==> src/rtl/dut_lane_arb_if.sv <==
// Lane arbiter bus: groups the requester-side signals of dut_lane_arb.
//   I_req  : per-requester request level
//   I_len  : packed burst lengths, requester r at [r*C_LEN_W +: C_LEN_W]
//   I_data : per-requester serial data bit
//   O_gnt  : one-hot grant, held for the whole burst
//   O_ack  : bit-consumed strobe per requester
//   O_done : one-cycle end-of-burst pulse per requester
//   O_lane : serialized lane bit (idle high)
//   O_busy : arbiter is sending or in the idle gap
// master = requester side, slave = arbiter side.
interface dut_lane_arb_if #(
    parameter int C_REQ_NUM = 4,
    parameter int C_LEN_W   = 8
);
    logic [C_REQ_NUM-1:0]         I_req;
    logic [C_REQ_NUM*C_LEN_W-1:0] I_len;
    logic [C_REQ_NUM-1:0]         I_data;
    logic [C_REQ_NUM-1:0]         O_gnt;
    logic [C_REQ_NUM-1:0]         O_ack;
    logic [C_REQ_NUM-1:0]         O_done;
    logic                         O_lane;
    logic                         O_busy;

    modport master (
        output I_req, I_len, I_data,
        input  O_gnt, O_ack, O_done, O_lane, O_busy
    );

    modport slave (
        input  I_req, I_len, I_data,
        output O_gnt, O_ack, O_done, O_lane, O_busy
    );
endinterface

==> src/rtl/dut_lane_arb.sv <==
// Round-robin arbiter and burst sequencer for a single-bit serial lane.
// One requester is granted at a time; exactly its requested number of bits
// is streamed onto O_lane, followed by a fixed idle-high gap, then the next
// arbitration round starts from the requester after the last winner.
// Ports:
//   I_clk : clock, rising edge
//   I_rst : synchronous active-high reset
//   bus   : dut_lane_arb_if slave modport (requests, lengths, data in;
//           grant, ack, done, lane, busy out). All outputs are registered.
module dut_lane_arb #(
    parameter int C_REQ_NUM = 4,
    parameter int C_LEN_W   = 8,
    parameter int C_GAP     = 2
) (
    input  logic           I_clk,
    input  logic           I_rst,
    dut_lane_arb_if.slave  bus
);
    localparam logic [1:0] ST_ARB  = 2'd0;
    localparam logic [1:0] ST_SEND = 2'd1;
    localparam logic [1:0] ST_GAP  = 2'd2;

    localparam int PW = $clog2(C_REQ_NUM);
    localparam int GW = $clog2(C_GAP + 1) + 1;

    logic [1:0]           r_state;
    logic [PW-1:0]        r_ptr;
    logic [PW-1:0]        r_idx;
    logic [C_LEN_W-1:0]   r_len;
    logic [C_LEN_W:0]     r_cnt;
    logic [GW-1:0]        r_gcnt;
    logic [C_REQ_NUM-1:0] r_gnt;
    logic [C_REQ_NUM-1:0] r_ack;
    logic [C_REQ_NUM-1:0] r_done;
    logic                 r_lane;
    logic                 r_busy;

    logic [PW-1:0]        w_win;
    logic                 w_found;
    logic [PW-1:0]        w_ptr_nxt;
    logic [C_REQ_NUM-1:0] w_win_oh;
    logic [C_LEN_W-1:0]   w_len_win;
    logic [C_LEN_W:0]     w_cnt_nxt;
    logic                 w_last;

    // First set request at or after the pointer, wrapping around.
    always_comb begin
        int            j;
        logic [PW-1:0] w_j;
        w_win   = '0;
        w_found = 1'b0;
        j       = 0;
        w_j     = '0;
        for (int i = 0; i < C_REQ_NUM; i++) begin
            j = int'(r_ptr) + i;
            if (j >= C_REQ_NUM) begin
                j = j - C_REQ_NUM;
            end
            w_j = PW'(j);
            if (!w_found && bus.I_req[w_j]) begin
                w_found = 1'b1;
                w_win   = w_j;
            end
        end
    end

    assign w_ptr_nxt = (w_win == PW'(C_REQ_NUM - 1)) ? '0 : w_win + 1'b1;
    assign w_win_oh  = {{(C_REQ_NUM-1){1'b0}}, 1'b1} << w_win;
    assign w_len_win = bus.I_len[int'(w_win)*C_LEN_W +: C_LEN_W];

    // A bit is consumed on every SEND edge where the registered ack is high.
    // The counter is one bit wider than the length so a full-scale length
    // still terminates instead of wrapping. A zero-length burst sees no ack
    // and finishes on its first SEND edge.
    assign w_cnt_nxt = r_cnt + {{C_LEN_W{1'b0}}, |r_ack};
    assign w_last    = (w_cnt_nxt >= {1'b0, r_len});

    always_ff @(posedge I_clk) begin
        if (I_rst) begin
            r_state <= ST_ARB;
            r_ptr   <= '0;
            r_cnt   <= '0;
            r_gcnt  <= '0;
            r_gnt   <= '0;
            r_ack   <= '0;
            r_done  <= '0;
            r_lane  <= 1'b1;
            r_busy  <= 1'b0;
        end else begin
            r_done <= '0;
            case (r_state)
                // ARB: grant one requester and latch its length
                ST_ARB: begin
                    if (w_found) begin
                        r_idx   <= w_win;
                        r_len   <= w_len_win;
                        r_ptr   <= w_ptr_nxt;
                        r_cnt   <= '0;
                        r_gnt   <= w_win_oh;
                        r_ack   <= (w_len_win != '0) ? w_win_oh : '0;
                        r_busy  <= 1'b1;
                        r_state <= ST_SEND;
                    end
                end
                // SEND: sample the granted bit on each acked edge
                ST_SEND: begin
                    if (|r_ack) begin
                        r_lane <= bus.I_data[r_idx];
                    end
                    r_cnt <= w_cnt_nxt;
                    if (w_last) begin
                        r_ack   <= '0;
                        r_gnt   <= '0;
                        r_done  <= r_gnt;
                        r_gcnt  <= '0;
                        r_state <= ST_GAP;
                    end
                end
                // GAP: first cycle still shows the last bit alongside
                // O_done, then C_GAP idle-high cycles before re-arbitrating
                ST_GAP: begin
                    r_lane <= 1'b1;
                    if (r_gcnt == GW'(C_GAP)) begin
                        r_busy  <= 1'b0;
                        r_state <= ST_ARB;
                    end else begin
                        r_gcnt <= r_gcnt + 1'b1;
                    end
                end
                default: r_state <= ST_ARB;
            endcase
        end
    end

    assign bus.O_gnt  = r_gnt;
    assign bus.O_ack  = r_ack;
    assign bus.O_done = r_done;
    assign bus.O_lane = r_lane;
    assign bus.O_busy = r_busy;
endmodule

==> src/flat_wrapper.sv <==
// flat-port wrapper written by rule: the top's interface ports become plain ports
module dut_lane_arb_flat 
#(
    parameter int C_REQ_NUM = 4,
    parameter int C_LEN_W   = 8,
    parameter int C_GAP     = 2
)
  (I_clk, I_rst, bus_I_req, bus_I_len, bus_I_data, bus_O_gnt, bus_O_ack, bus_O_done, bus_O_lane, bus_O_busy);
  dut_lane_arb_if #(.C_REQ_NUM(C_REQ_NUM), .C_LEN_W(C_LEN_W)) bus_i ();
  input  logic I_clk;
  input  logic I_rst;
  input wire logic [$bits(bus_i.I_req)-1:0] bus_I_req;
  input wire logic [$bits(bus_i.I_len)-1:0] bus_I_len;
  input wire logic [$bits(bus_i.I_data)-1:0] bus_I_data;
  output wire logic [$bits(bus_i.O_gnt)-1:0] bus_O_gnt;
  output wire logic [$bits(bus_i.O_ack)-1:0] bus_O_ack;
  output wire logic [$bits(bus_i.O_done)-1:0] bus_O_done;
  output wire logic [$bits(bus_i.O_lane)-1:0] bus_O_lane;
  output wire logic [$bits(bus_i.O_busy)-1:0] bus_O_busy;
  assign bus_i.I_req = bus_I_req;
  assign bus_i.I_len = bus_I_len;
  assign bus_i.I_data = bus_I_data;
  assign bus_O_gnt = bus_i.O_gnt;
  assign bus_O_ack = bus_i.O_ack;
  assign bus_O_done = bus_i.O_done;
  assign bus_O_lane = bus_i.O_lane;
  assign bus_O_busy = bus_i.O_busy;
  dut_lane_arb #(.C_REQ_NUM(C_REQ_NUM), .C_LEN_W(C_LEN_W), .C_GAP(C_GAP)) u_core (.I_clk(I_clk), .I_rst(I_rst), .bus(bus_i));
endmodule
==> config.mk <==
export PLATFORM = sky130hd
export DESIGN_NAME = dut_lane_arb_flat
export DESIGN_NICKNAME = d
export VERILOG_FILES = /design/src/rtl/dut_lane_arb_if.sv /design/src/rtl/dut_lane_arb.sv /design/src/flat_wrapper.sv
export SDC_FILE = /design/constraint.sdc
export NUM_CORES = 1
export LEC_CHECK = 0
export ABC_AREA = 1
export CORE_MARGIN = 2
export CORE_UTILIZATION = 50
export DETAILED_ROUTE_END_ITERATION = 16
export HOLD_SLACK_MARGIN = 0.08
export PLACE_DENSITY = 0.9
export SYNTH_ARGS = -nofsm -noshare
export SYNTH_HDL_FRONTEND = slang
export SYNTH_SLANG_ARGS = --single-unit
==> constraint.sdc <==
create_clock -name I_clk -period 6.28 [get_ports I_clk]
set_input_delay 0.628 -clock I_clk [delete_from_list [all_inputs] [get_ports I_clk]]
set_output_delay 0.628 -clock I_clk [all_outputs]
set_load 0.03 [all_outputs]
==> flow_metrics.tcl <==
set metrics [dict create \
    cp_slowest_cell "or4_1" \
    ff2ff_path_depth 18 \
    fin_setup_tns_ps 0 \
    ant_nets 0 \
    grt_pass1_vias 2486 \
    whs_endpoint "u_core.bus.O_done[2]" \
    cts_setup_buffers 0 \
    maxCapViolCount 0 \
    antenna_found_initial 0 \
    place_inst 496 \
    dpl.hpwl_um 4560 \
    period_share 0.531 \
    relSlewSlack 0.377 \
    grt_usage 0.211 \
    dr_total_vias 2567 \
    grt_start_max_net_pins 23 \
    layout-drive-gt1-share 0.0899 \
    synth_area_per_cell_um2 7.05 \
    clk_latency_ps 300 \
    core_area_um2 5110 \
    synth-edff-count 10 \
    drt_pass1_iterations 5 \
    crit_chain "or4_1 -> ha_1 -> ha_1 -> nand2_1 -> nor2_1 -> xor2_1 -> ha_1 -> nand2_1 -> nor3_1 -> o211ai_1 -> nand2_1 -> nand2_1 -> nand3_1 -> nand2_1 -> nor2_1 -> inv_1 -> o21ai_0 -> a21oi_1" \
    drt_wl_total_um 5950 \
    clock-root-buffer "clkbuf_8" \
    cpLargestDelayFamily "simple AND/OR/NAND/NOR gates" \
    hold_viol 0 \
    start_kind "flop" \
    crit_required_ps 6460 \
    holdWs_ps 444 \
    crit_arrival_ps 3510 \
    dieWidth_um 76.9 \
    layout_common_cells "113 x nand2_1, 55 x clkdlybuf4s50_1, 52 x inv_1, 44 x nand3_1, 30 x dfxtp_1" \
    clock_path_buffers 2 \
    cts.sink_count 40 \
    min_path_type "flop to flop" \
    synth_cell_type_count 31 \
    die_h_um 76.9 \
    crit_top_cell "nand2_1" \
    cts_max_level 2 \
    cp-end-kind "flop" \
    start_util 0.520 \
    slew_viol_final 0 \
    yosysWarnings 0 \
    cts_tree "built" \
    row_count 26 \
    p_leak_nw 1.57 \
    gp_congestion 0.843 \
    synth_nets 438 \
    viasPerCell 5.09 \
    synth-main-ff-cell "dfxtp_1" \
    cts_buffers 5 \
    fmax_ghz 0.300 \
    grt-ovfl-total 0 \
    drt-initial-drc-count 158 \
    hold_start "u_core.bus.O_gnt[2]" \
    ios 56 \
    ys_seq_area_frac 0.339 \
    cts_resized 0 \
    drc 0 \
    areaGrowthSynthToFinish_pct 26.5 \
    rsz0062_at_grt "false" \
    fin_skew_ps 10.4 \
    pre_cts_ws_ps 3050 \
    critPathMaxFanout 4 \
    cts_hold_buffers 0 \
    p_total_mw 1.67 \
    fin_crit_ps 3330 \
    setup_ws_ps 2950 \
    report.final.setup_viol 0 \
    worstSetupPathType "flop to flop" \
    peakVddDrop_mv 0.272 \
    postSynthCellCount 377 \
    worst_r2r_endpoint "u_core.r_gcnt[0]" \
    fin_cells 504 \
    hold_depth 2 \
    synth-seq-cells 40 \
    synth_async_sr_flop_share 0 \
    r2r_slack_ps 2950 \
    dieArea_um2 5910 \
    path_clk_slew_ps 90 \
    worstMarginPinSlew_ps 932 \
    grt_pass1_wl_um 10500 \
    powerDensity_nw_per_um2 496 \
    max_stage_delay_ps 550 \
    netlist_area_um2 2660 \
    final_common_cell "nand2_1" \
    status "complete, no violations" \
    n_antenna_cell 0 \
    cp.buffers_inverters 1 \
    fin_nets 494 \
    wl_per_cell_um 11.8 \
    r2r-start "u_core.bus.O_ack[0]" \
    port_buffers 55 \
]
## power breakdown
part	leakage (nW)	internal, mW	switching (mW)
clock network	0.0548	0.120	0.0948
logic	1.18	0.341	0.688
registers	0.339	0.374	0.0477
## state kept, by name, indices dropped and copies added (netlist names)
signal             count
u_core.r_cnt           9
u_core.r_len           8
u_core.bus.O_ack       4
u_core.bus.O_done      4
u_core.bus.O_gnt       4
u_core.r_gcnt          3
u_core.r_idx           2
u_core.r_ptr           2
u_core.r_state         2
u_core.bus.O_busy      1
u_core.bus.O_lane      1
## kinds of logic after synthesis
| kind of cell | after synthesis | synth area share |
|---|---|---|
| AND/OR/NAND/NOR | 203 | 0.357 |
| buffers and inverters | 64 | 0.100 |
| AO/OA/AOI/OAI | 45 | 0.0947 |
| flip-flops | 40 | 0.339 |
| adder cells (fa/ha/maj) | 19 | 0.0895 |
| XOR/XNOR | 6 | 0.0198 |
## cells in the mapped netlist (3+ instances only)
master,n,area share
edfxtp_1,10,0.11
o21ai_0,11,0.021
nor2_1,16,0.023
nand2_1,113,0.16
nand2_2,12,0.028
dfxtp_1,30,0.23
nand3_2,3,0.011
inv_1,52,0.073
nor3_1,3,0.0057
nand3_1,44,0.083
ha_1,19,0.089
nand4_1,4,0.0094
a21oi_1,26,0.049
a21oi_2,4,0.013
inv_2,4,0.0057
xor2_1,4,0.013
## area by class of cell
| type | instances | area [um2] |
|---|---|---|
| clock inverter | 3 | 46.3 |
| clock buffer | 5 | 68.8 |
| fill | 415 | 1750 |
| multi-input combinational | 273 | 1490 |
| timing repair buffer | 55 | 551 |
| inverter | 58 | 218 |
| sequential | 40 | 901 |
| tap | 70 | 87.6 |
## how the worst max path moves through the flow
| stage | start | end | slack (ps) | depth (start not counted) |
|---|---|---|---|---|
| 6_report | u_core.bus.O_ack[0] | u_core.r_gcnt[0] | 2950 | 18 |
| 5_1_grt | u_core.bus.O_ack[0] | u_core.r_gcnt[1] | 2770 | 16 |
| 4_1_cts | u_core.bus.O_ack[0] | u_core.r_gcnt[1] | 2980 | 16 |
| 3_5_place_dp | u_core.bus.O_ack[0] | u_core.r_gcnt[1] | 3050 | 16 |
| 3_3_place_gp | u_core.bus.O_ack[0] | u_core.r_gcnt[1] | 3210 | 16 |
| 2_1_floorplan | u_core.bus.O_ack[0] | u_core.r_gcnt[1] | 3200 | 16 |
## routing by layer
layer  GRT usage  wire length [um]
met2       0.391              3010
met4      0.0745                90
met1       0.245              2560
met5           0                 0
met3      0.0306               284
## metrics by stage
| step | cell area [um2] | utilization |
|---|---|---|
| floorplan | 2660 | - |
| global placement | 3250 | 0.635 |
| detailed placement | 3250 | 0.635 |
| CTS | 3360 | 0.658 |
| global route | 3360 | 0.658 |
| finish | 3360 | 0.658 |
## tightest hold or removal path: stages (launching register included)
cell and delay, ps:
dfxtp_1 330, inv_1 50, nor2_1 30
No activity file was read; power rests on OpenSTA's default activity.
